<file path="src/rtl/mod_counter_if.sv">
// Control and status bundle for mod_counter.
// The master drives the control inputs; the slave (the counter) drives the registered status.
interface mod_counter_if #(
   parameter int WIDTH = 8
);
   // No valid/ready handshake: en/load/preset/limit/dir/mode are level inputs sampled on every
   // rising clk edge, and count/tcount/done/wraps/state are registered outputs for that edge.
   logic             en;
   logic             load;
   logic [WIDTH-1:0] preset;
   logic [WIDTH-1:0] limit;
   logic             dir;
   logic             mode;
   logic [WIDTH-1:0] count;
   logic             tcount;
   logic             done;
   logic [7:0]       wraps;
   logic [0:0]       state;

   modport master (
      output en, load, preset, limit, dir, mode,
      input  count, tcount, done, wraps, state
   );

   modport slave (
      input  en, load, preset, limit, dir, mode,
      output count, tcount, done, wraps, state
   );
endinterface

</file>
<file path="src/rtl/mod_counter.sv">
// Parametrised up/down modulo counter with runtime limit, periodic/one-shot mode,
// terminal-count pulse, done flag and saturating terminal-event counter.
module mod_counter #(
   parameter int WIDTH = 8
) (
   input  logic          clk,
   input  logic          reset,
   mod_counter_if.slave  bus
);

   localparam logic [0:0] ST_COUNT = 1'b0;
   localparam logic [0:0] ST_HOLD  = 1'b1;

   logic [0:0]       state_q, state_d;
   logic [WIDTH-1:0] count_q, count_d;
   logic             tcount_q, tcount_d;
   logic [7:0]       wraps_q, wraps_d;
   logic             at_term;

   // Down counting never wraps below zero, so zero is always the down terminal.
   assign at_term = bus.dir ? (count_q == bus.limit) : (count_q == '0);

   always_comb begin
      state_d  = state_q;
      count_d  = count_q;
      tcount_d = 1'b0;
      wraps_d  = wraps_q;
      if (bus.load) begin
         state_d = ST_COUNT;
         count_d = bus.preset;
         wraps_d = 8'd0;
      end else if ((state_q == ST_COUNT) && bus.en) begin
         if (at_term) begin
            tcount_d = 1'b1;
            wraps_d  = (wraps_q == 8'hFF) ? wraps_q : wraps_q + 8'd1;
            if (bus.mode) begin
               state_d = ST_HOLD;
            end else begin
               count_d = bus.dir ? '0 : bus.limit;
            end
         end else begin
            count_d = bus.dir ? count_q + 1'b1 : count_q - 1'b1;
         end
      end
   end

   always_ff @(posedge clk) begin
      if (reset) begin
         state_q  <= ST_COUNT;
         count_q  <= '0;
         tcount_q <= 1'b0;
         wraps_q  <= 8'd0;
      end else begin
         state_q  <= state_d;
         count_q  <= count_d;
         tcount_q <= tcount_d;
         wraps_q  <= wraps_d;
      end
   end

   assign bus.count  = count_q;
   assign bus.tcount = tcount_q;
   assign bus.done   = (state_q == ST_HOLD);
   assign bus.wraps  = wraps_q;
   assign bus.state  = state_q;

endmodule

</file>
<file path="src/flat_wrapper.sv">
// flat-port wrapper written by rule: the top's interface ports become plain ports
module mod_counter_flat 
#(
   parameter int WIDTH = 8
)
  (clk, reset, bus_en, bus_load, bus_preset, bus_limit, bus_dir, bus_mode, bus_count, bus_tcount, bus_done, bus_wraps, bus_state);
  mod_counter_if #(.WIDTH(WIDTH)) bus_i ();
  input  logic clk;
  input  logic reset;
  input wire logic [$bits(bus_i.en)-1:0] bus_en;
  input wire logic [$bits(bus_i.load)-1:0] bus_load;
  input wire logic [$bits(bus_i.preset)-1:0] bus_preset;
  input wire logic [$bits(bus_i.limit)-1:0] bus_limit;
  input wire logic [$bits(bus_i.dir)-1:0] bus_dir;
  input wire logic [$bits(bus_i.mode)-1:0] bus_mode;
  output wire logic [$bits(bus_i.count)-1:0] bus_count;
  output wire logic [$bits(bus_i.tcount)-1:0] bus_tcount;
  output wire logic [$bits(bus_i.done)-1:0] bus_done;
  output wire logic [$bits(bus_i.wraps)-1:0] bus_wraps;
  output wire logic [$bits(bus_i.state)-1:0] bus_state;
  assign bus_i.en = bus_en;
  assign bus_i.load = bus_load;
  assign bus_i.preset = bus_preset;
  assign bus_i.limit = bus_limit;
  assign bus_i.dir = bus_dir;
  assign bus_i.mode = bus_mode;
  assign bus_count = bus_i.count;
  assign bus_tcount = bus_i.tcount;
  assign bus_done = bus_i.done;
  assign bus_wraps = bus_i.wraps;
  assign bus_state = bus_i.state;
  mod_counter #(.WIDTH(WIDTH)) u_core (.clk(clk), .reset(reset), .bus(bus_i));
endmodule
</file>
<file path="config.mk">
export PLATFORM = sky130hd
export DESIGN_NAME = mod_counter_flat
export DESIGN_NICKNAME = d
export VERILOG_FILES = /design/src/rtl/mod_counter_if.sv /design/src/rtl/mod_counter.sv /design/src/flat_wrapper.sv
export SDC_FILE = /design/constraint.sdc
export NUM_CORES = 1
export LEC_CHECK = 0
export BUFFER_PORTS_ARGS = -buffer_cell sky130_fd_sc_hd__clkbuf_2
export CORE_MARGIN = 2
export CORE_UTILIZATION = 40
export DETAILED_ROUTE_END_ITERATION = 7
export PLACE_DENSITY = 0.64
export RECOVER_POWER = 50
export SYNTH_ARGS = -nofsm -noshare
export SYNTH_HDL_FRONTEND = slang
export SYNTH_SLANG_ARGS = --single-unit
</file>
<file path="constraint.sdc">
create_clock -name clk -period 5.45 [get_ports clk]
set_input_delay 0.8175 -clock clk [delete_from_list [all_inputs] [get_ports clk]]
set_output_delay 0.8175 -clock clk [all_outputs]
set_load 0.01 [all_outputs]
</file>
== Yosys cells after proc, flatten, opt, wreduce, memory -nomap -nowiden ==
Index checks and enable logic that the tools add are counted.

* Register bits after elaboration: 18
* Input bits: 22

* Reduce and logical (&&, ||, !) cells: 8
* Mux-type cells: 8
* Equality and inequality tests: 3
* Add/subtract/negate cells: 3
* Bitwise gates (word level): 3

{| class="wikitable"
|+ Operator list
! operator !! number
|-
| $mux 8 || 6
|-
| $add 8x1->8 const B || 2
|-
| $eq 8x8->1 || 1
|-
| $eq 8x8->1 const B || 1
|-
| $logic_not 8->1 || 1
|-
| $sub 8x1->8 const B || 1
|-
| $reduce_and 3->1 || 2
|-
| $ne 3x3->1 const B || 1
|-
| $not 1->1 || 3
|-
| $reduce_or 3->1 || 1
|-
| $mux 1 || 2
|-
| $reduce_and 2->1 || 1
|-
| $reduce_bool 2->1 || 1
|-
| $reduce_or 2->1 || 1
|-
| $logic_and 1x1->1 || 1
|}

== Depth between registers and ports, before layout ==
Gate-level depths: netlist (run 1).

* Depth in word-level cells: 5
* Mapped depth: 8

== Worst setup path before layout (run 1) ==
OpenSTA, ideal clock, no wires.

* Path kind: in2reg
* Start point: in bus_limit[0]
* End point: reg u_core.count_q[5], in the netlist u_core.bus.count[5]
* Arrival: 2.207 ns
* Required time: 5.371 ns
* Stages: 6
* Path buffers: 0
* Setup time: 0.079 ns
* Setup slack: 3.165 ns
* Cells stage by stage: xnor2_1 nand4_1 o31ai_4 a21oi_2 or4b_1 o211ai_1

* Cells in the longest elaborated chain, start to end: 5

{| class="wikitable"
|+ RTL lines
! what !! RTL line !! source
|-
| start: declaration || flat_wrapper.sv:13 || <nowiki>input wire logic [$bits(bus_i.limit)-1:0] bus_limit;</nowiki>
|-
| $eq 8x8->1 * || mod_counter.sv:21 || <nowiki>assign at_term = bus.dir ? (count_q == bus.limit) : (count_q == '0);</nowiki>
|-
| $mux 1 * || mod_counter.sv:21 ||
|-
| $mux 8 || mod_counter.sv:33 || <nowiki>if (at_term) begin</nowiki>
|-
| $mux 8 || mod_counter.sv:32 || <nowiki>end else if ((state_q == ST_COUNT) && bus.en) begin</nowiki>
|-
| $mux 8 || mod_counter.sv:28 || <nowiki>if (bus.load) begin</nowiki>
|-
| end signal: assignment || mod_counter.sv:55 || <nowiki>count_q <= count_d;</nowiki>
|-
| end: declaration || mod_counter.sv:15 || <nowiki>logic [WIDTH-1:0] count_q, count_d;</nowiki>
|}

Mark *: on every way between the ends. The rest lies on a longest branch, timed or not. The select of a mux whose other input is x is not followed.
A chain may end at the register's enable or synchronous reset.

== Final worst setup path (run 1) ==
* Start point: in bus_limit[6]
* End point: reg u_core.count_q[5], in the netlist u_core.bus.count[5]

Same word-level chain as after synthesis.

==> flow_metrics.env, run 1 <==
export IMPL_ant_nets=0
export IMPL_drive_above_1_share=0.141
export IMPL_fin_setup_tns_ns=0
export IMPL_ys_ff_latch=18
export IMPL_synth_mux_area_frac=0
export IMPL_io_pins=41
export IMPL_cts_resized=0
export IMPL_instances_no_fill=243
export IMPL_cp_max_fo=18
export IMPL_critPathTopFamily="compound AO/OA/AOI/OAI gates"
export IMPL_grt_overflow=0
export IMPL_num_rows=20
export IMPL_mappedNetlistArea_sq_mm=0.00133
export IMPL_route_met2_wl_um=1650
export IMPL_diodes=0
export IMPL_synthAdderAreaFrac=0.0810
export IMPL_grt_pass1_wl_um=5980
export IMPL_portBuffers=40
export IMPL_grt_max_degree=22
export IMPL_place_ws_ns=2.44
export IMPL_fin_crit_ns=2.74
export IMPL_path_class="in2reg"
export IMPL_drt_iter0_drc=96
export IMPL_setup_ws_ns=2.71
export IMPL_stdcell_area_sq_mm=0.00155
export IMPL_crit_arrival_ns=2.97
export IMPL_dr_max_layer_used="met4"
export IMPL_clockBufferDepth=2
export IMPL_antenna_found_initial=0
export IMPL_cp_slowest_cell="o31ai_4"
export IMPL_numClockSinks=18
export IMPL_final_common_cell="clkbuf_2"
export IMPL_core_area_sq_mm=0.00310
export IMPL_async_reset_ff_frac=0
export IMPL_clock_latency_ns=0.29
export IMPL_grt_total_usage=0.209
export IMPL_crit_chain="clkbuf_2, xnor2_1, nand4_1, o31ai_4, a21oi_2, or4b_1, o211ai_1"
export IMPL_dpl_cell_area_sq_mm=0.00155
export IMPL_finalHoldViolations=0
export IMPL_synth_top_flop_cell="dfxtp_1"
export IMPL_gp_congestion=0.876
export IMPL_holdCritPathClass="reg2reg"
export IMPL_timing_final_crit_share=0.503
export IMPL_ys_seq_area_frac=0.271
export IMPL_synth_edff_count=0
export IMPL_max_freq_mhz=364
export IMPL_cts_setup_buffers=0
export IMPL_fin_nets=231
export IMPL_postSynthAreaPerCell_sq_um=8.15
export IMPL_power_density_mw_per_mm2=210
export IMPL_final_cell_mix="clkbuf_2 (22), clkbuf_1 (18), dfxtp_1 (18), nor2_1 (13), xnor2_1 (11)"
export IMPL_cts_tree="built"
export IMPL_cp_num_buf_inv=1
export IMPL_root_buffer="clkbuf_4"
export IMPL_htreeDepth=1
export IMPL_synthCells=163
export IMPL_final_util=0.500
export IMPL_rsz0062_at_grt="false"
export IMPL_num_fill_cells=333
export IMPL_yosys_area_share_xor_xnor=0.125
export IMPL_clkTransAtPathRegs_ns=0.10
export IMPL_cp_start_kind="input port"
export IMPL_ir_drop_mv=0.141
export IMPL_drc_errors=0
export IMPL_max_stage_delay_ns=0.72
export IMPL_power_mw=0.326
export IMPL_synth_compound_gate_area_share=0.234
export IMPL_slew_violations=0
export IMPL_yosys_warnings=0
export IMPL_tightest_slew_ns=0.755
export IMPL_synth_top_family_by_area="simple AND/OR/NAND/NOR gates"
export IMPL_wire_per_inst_um=15.1
export IMPL_vias=1413
export IMPL_dp_hpwl_um=2800
export IMPL_post_drt_via_cell_ratio=5.81
export IMPL_outcome="finished, final reports clean"
export IMPL_start_util=0.428
export IMPL_relSlewSlack=0.497
export IMPL_syn_nets=193
export IMPL_crit_path_end_kind="register"
export IMPL_timing_hold_ws_ns=0.531
export IMPL_die_y_um=61.6
export IMPL_synth_distinct_cells=44
export IMPL_cap_violations=0
export IMPL_wirelength_um=3660
export IMPL_placedCellCount=240
export IMPL_finClkSkew_ns=0.00891
export IMPL_first_global_vias=1346
export IMPL_postCtsHoldBufs=0
export IMPL_first_pass_iters=5
export IMPL_wl_met1_um=1720
export IMPL_required_ns=5.68
export IMPL_syn2layout_area_growth_pct=16.9
export IMPL_die_w_um=61.6
export IMPL_synth_simple_gate_area_frac=0.243
export IMPL_dr_wl_met3_um=259
export IMPL_setup_viol=0
export IMPL_p_leak_nw=0.622
export IMPL_die_area_sq_mm=0.00380
export IMPL_numCtsBuffers=3
worst reg2reg max path, cell delays in order, from the launching register on:
cell and delay [ns]:
dfxtp_1 0.47, xnor2_1 0.19, nand4_1 0.25, o31ai_4 0.72
a21oi_2 0.26, or4b_1 0.52, o211ai_1 0.10
flip-flops by register name, indices dropped and copies added, names as in the netlist:
name and cells:
u_core.bus.wraps 8, u_core.bus.done 1, u_core.bus.tcount 1, u_core.bus.count 8
final timing paths:
path	end	from	depth (start not counted)	slack [ns]
worst max-delay path	u_core.bus.count[5]	bus_limit[6]	7	2.71
worst min-delay path	u_core.bus.wraps[1]	u_core.bus.wraps[1]	2	0.53
worst max register to register	u_core.bus.count[5]	u_core.bus.count[6]	6	2.88
worst min register to register	u_core.bus.wraps[1]	u_core.bus.wraps[1]	2	0.53
metal layers:
layer / track usage / up-vias
li1: - / 683
met1: 0.289 / 665
met2: 0.340 / 61
met3: 0.0378 / 4
met4: 0.0456 / 0
met5: 0 / -
power by group:
group          total [mW]  switching, mW  internal (mW)
clock network      0.0665         0.0407         0.0257
logic               0.110         0.0605         0.0496
registers           0.150         0.0120          0.138
total               0.326          0.113          0.213
cells in the mapped netlist, drive strengths merged (2+ instances only):
cell type / number / area, sq um
xor2: 8 / 70.1
clkbuf: 5 / 18.8
a31oi: 2 / 12.5
o32a: 2 / 20.0
buf: 2 / 12.5
a2bb2oi: 2 / 17.5
o22a: 2 / 17.5
nand4: 5 / 31.3
nand2b: 3 / 18.8
dfxtp: 18 / 360
nand2: 9 / 33.8
ha: 7 / 87.6
o31ai: 2 / 28.8
o21ai: 5 / 25.0
nor3: 6 / 30.0
xnor2: 11 / 96.3
inv: 8 / 30.0
and2: 2 / 12.5
nor2b: 2 / 12.5
a2111oi: 2 / 17.5
o32ai: 3 / 26.3
and3: 5 / 31.3
a21o: 2 / 15.0
o21a: 2 / 15.0
nand3: 7 / 35.0
o211ai: 4 / 30.0
nor2: 13 / 48.8
a21oi: 11 / 58.8
logic make-up (layout without fill, tap and decap cells):
| family | count (synthesis) | count (layout) |
|---|---|---|
| AOI/OAI and AO/OA | 42 | 42 |
| xor gates and xnor gates | 19 | 19 |
| adders and majority gates | 8 | 8 |
| buffers and inverters | 15 | 51 |
| DFF | 18 | 18 |
| and+or+nand+nor | 61 | 61 |
final cells by class:
type	count	area, sq um	area share
multi-input combinational	130	907	0.584
sequential	18	360	0.232
timing repair buffer	40	178	0.114
tap	44	55.1	0.0355
inverter	8	30.0	0.0193
clock buffer	3	22.5	0.0145
No activity file was read; power rests on OpenSTA's default activity.
==> run 2, diff against run 1 <==
--- a/config.mk
+++ b/config.mk
@@ -9,7 +9,7 @@
 export CORE_MARGIN = 2
 export CORE_UTILIZATION = 40
 export DETAILED_ROUTE_END_ITERATION = 7
-export PLACE_DENSITY = 0.64
+export PLACE_DENSITY = 0.66
 export RECOVER_POWER = 50
 export SYNTH_ARGS = -nofsm -noshare
 export SYNTH_HDL_FRONTEND = slang
==> constraint.sdc (replaced) <==
create_clock -name clk -period 2.45 [get_ports clk]
set_input_delay 0.3675 -clock clk [delete_from_list [all_inputs] [get_ports clk]]
set_output_delay 0.3675 -clock clk [all_outputs]
set_load 0.01 [all_outputs]
==> flow_metrics.env, run 2 (same netlist as run 1, synthesis figures left out) <==
export IMPL_outcome="finished, final reports clean"
export IMPL_finClkSkew_ns=0.00232
export IMPL_place_ws_ns=0.225
export IMPL_final_common_cell="clkbuf_2"
export IMPL_top_usage_layer="met2"
export IMPL_met3_usage=0.0462
export IMPL_start_util=0.428
export IMPL_numClockSinks=18
export IMPL_rsz0062_at_grt="false"
export IMPL_finalHoldViolations=0
export IMPL_p_leak_nw=0.647
export IMPL_ant_nets=0
export IMPL_hold_depth=3
export IMPL_required_ns=2.67
export IMPL_die_w_um=61.6
export IMPL_die_y_um=61.6
export IMPL_path_class="reg2reg"
export IMPL_final_cell_mix="clkbuf_2 (23), clkbuf_1 (18), dfxtp_1 (18), nor2_1 (13), xnor2_1 (11)"
export IMPL_io_pins=41
export IMPL_crit_arrival_ns=2.48
export IMPL_clkTransAtPathRegs_ns=0.10
export IMPL_cts_resized=0
export IMPL_drt_iter0_drc=48
export IMPL_post_drt_via_cell_ratio=5.69
export IMPL_core_area_sq_mm=0.00310
export IMPL_syn2layout_area_growth_pct=19.5
export IMPL_fin_setup_tns_ns=0
export IMPL_cp_start_kind="register"
export IMPL_slew_violations=0
export IMPL_cts_setup_buffers=0
export IMPL_setup_ws_ns=0.193
export IMPL_relSlewSlack=0.716
export IMPL_portBuffers=40
export IMPL_r2r_cells=6
export IMPL_clockBufferDepth=2
export IMPL_gp_congestion=0.965
export IMPL_root_buffer="clkbuf_4"
export IMPL_die_area_sq_mm=0.00380
export IMPL_grt_pass1_wl_um=5850
export IMPL_crit_path_end_kind="register"
export IMPL_first_pass_iters=4
export IMPL_timing_hold_ws_ns=0.318
export IMPL_dp_hpwl_um=2910
export IMPL_timing_final_crit_share=0.921
export IMPL_grt_use_met2=0.353
export IMPL_antenna_found_initial=0
export IMPL_cts_tree="built"
export IMPL_wirelength_um=3710
export IMPL_setup_viol=0
export IMPL_grt_total_usage=0.208
export IMPL_tightest_slew_ns=0.425
export IMPL_power_density_mw_per_mm2=463
export IMPL_diodes=0
export IMPL_holdCritPathClass="in2reg"
export IMPL_numCtsBuffers=3
export IMPL_postCtsHoldBufs=0
export IMPL_ir_drop_mv=0.212
export IMPL_num_rows=20
export IMPL_grt_max_degree=22
export IMPL_clock_latency_ns=0.29
export IMPL_max_freq_mhz=443
export IMPL_fin_nets=236
export IMPL_dpl_cell_area_sq_mm=0.00159
export IMPL_htreeDepth=1
export IMPL_first_global_vias=1343
export IMPL_cap_violations=0
export IMPL_drc_errors=0
export IMPL_stdcell_area_sq_mm=0.00159
export IMPL_wire_per_inst_um=15.0
export IMPL_num_fill_cells=339
export IMPL_fin_crit_ns=2.26
export IMPL_vias=1412
export IMPL_grtUsageMet1=0.253
export IMPL_grt_overflow=0
export IMPL_drive_above_1_share=0.162
export IMPL_cp_max_fo=9
run 2: report_power, final:
part	leakage, nW	total, mW	internal (mW)	switching [mW]
clock network	0.0138	0.146	0.0572	0.0883
logic	0.486	0.259	0.116	0.142
registers	0.147	0.330	0.306	0.0240
total	0.647	0.734	0.480	0.255
run 2: per-layer routing:
layer / vias up / routed length [um] / share of wire
met5: - / 0 / 0
met4: 0 / 34 / 0.0092
met3: 4 / 204 / 0.055
met2: 52 / 1830 / 0.49
met1: 667 / 1650 / 0.44
li1: 689 / - / -
run 2: area by class of cell:
cell class	count	area (sq um)	share of cell area
multi-input cells	130	907	0.571
inverters	8	30.0	0.0189
repair buffers	45	213	0.134
clock buffers	3	22.5	0.0142
flip-flops and latches	18	360	0.227
well taps	44	55.1	0.0347
run 2: through the flow:
| step | instances | total power [mW] | util |
|---|---|---|---|
| after floorplan | 163 | 0.509 | - |
| after global placement | 245 | 0.589 | 0.513 |
| after detailed placement | 245 | 0.596 | 0.513 |
| after CTS | 248 | 0.742 | 0.520 |
| after global routing | 248 | 0.784 | 0.512 |
| final | 248 | 0.734 | 0.512 |
run 2: critical path, stage by stage (launching register included):
cell and delay (ns):
dfxtp_1 0.51, xnor2_1 0.16, nand4_1 0.22, o31ai_4 0.47, a21oi_2 0.21, or4b_1 0.50
o211ai_1 0.10
run 2: path summary, 6_finish.rpt:
check	from	endpoint	slack [ns]
worst max-delay path	u_core.bus.count[0]	u_core.bus.count[5]	0.19
worst min-delay path	bus_en	u_core.bus.done	0.32
worst max register to register	u_core.bus.count[0]	u_core.bus.count[5]	0.19
worst min register to register	u_core.bus.wraps[4]	u_core.bus.wraps[4]	0.52
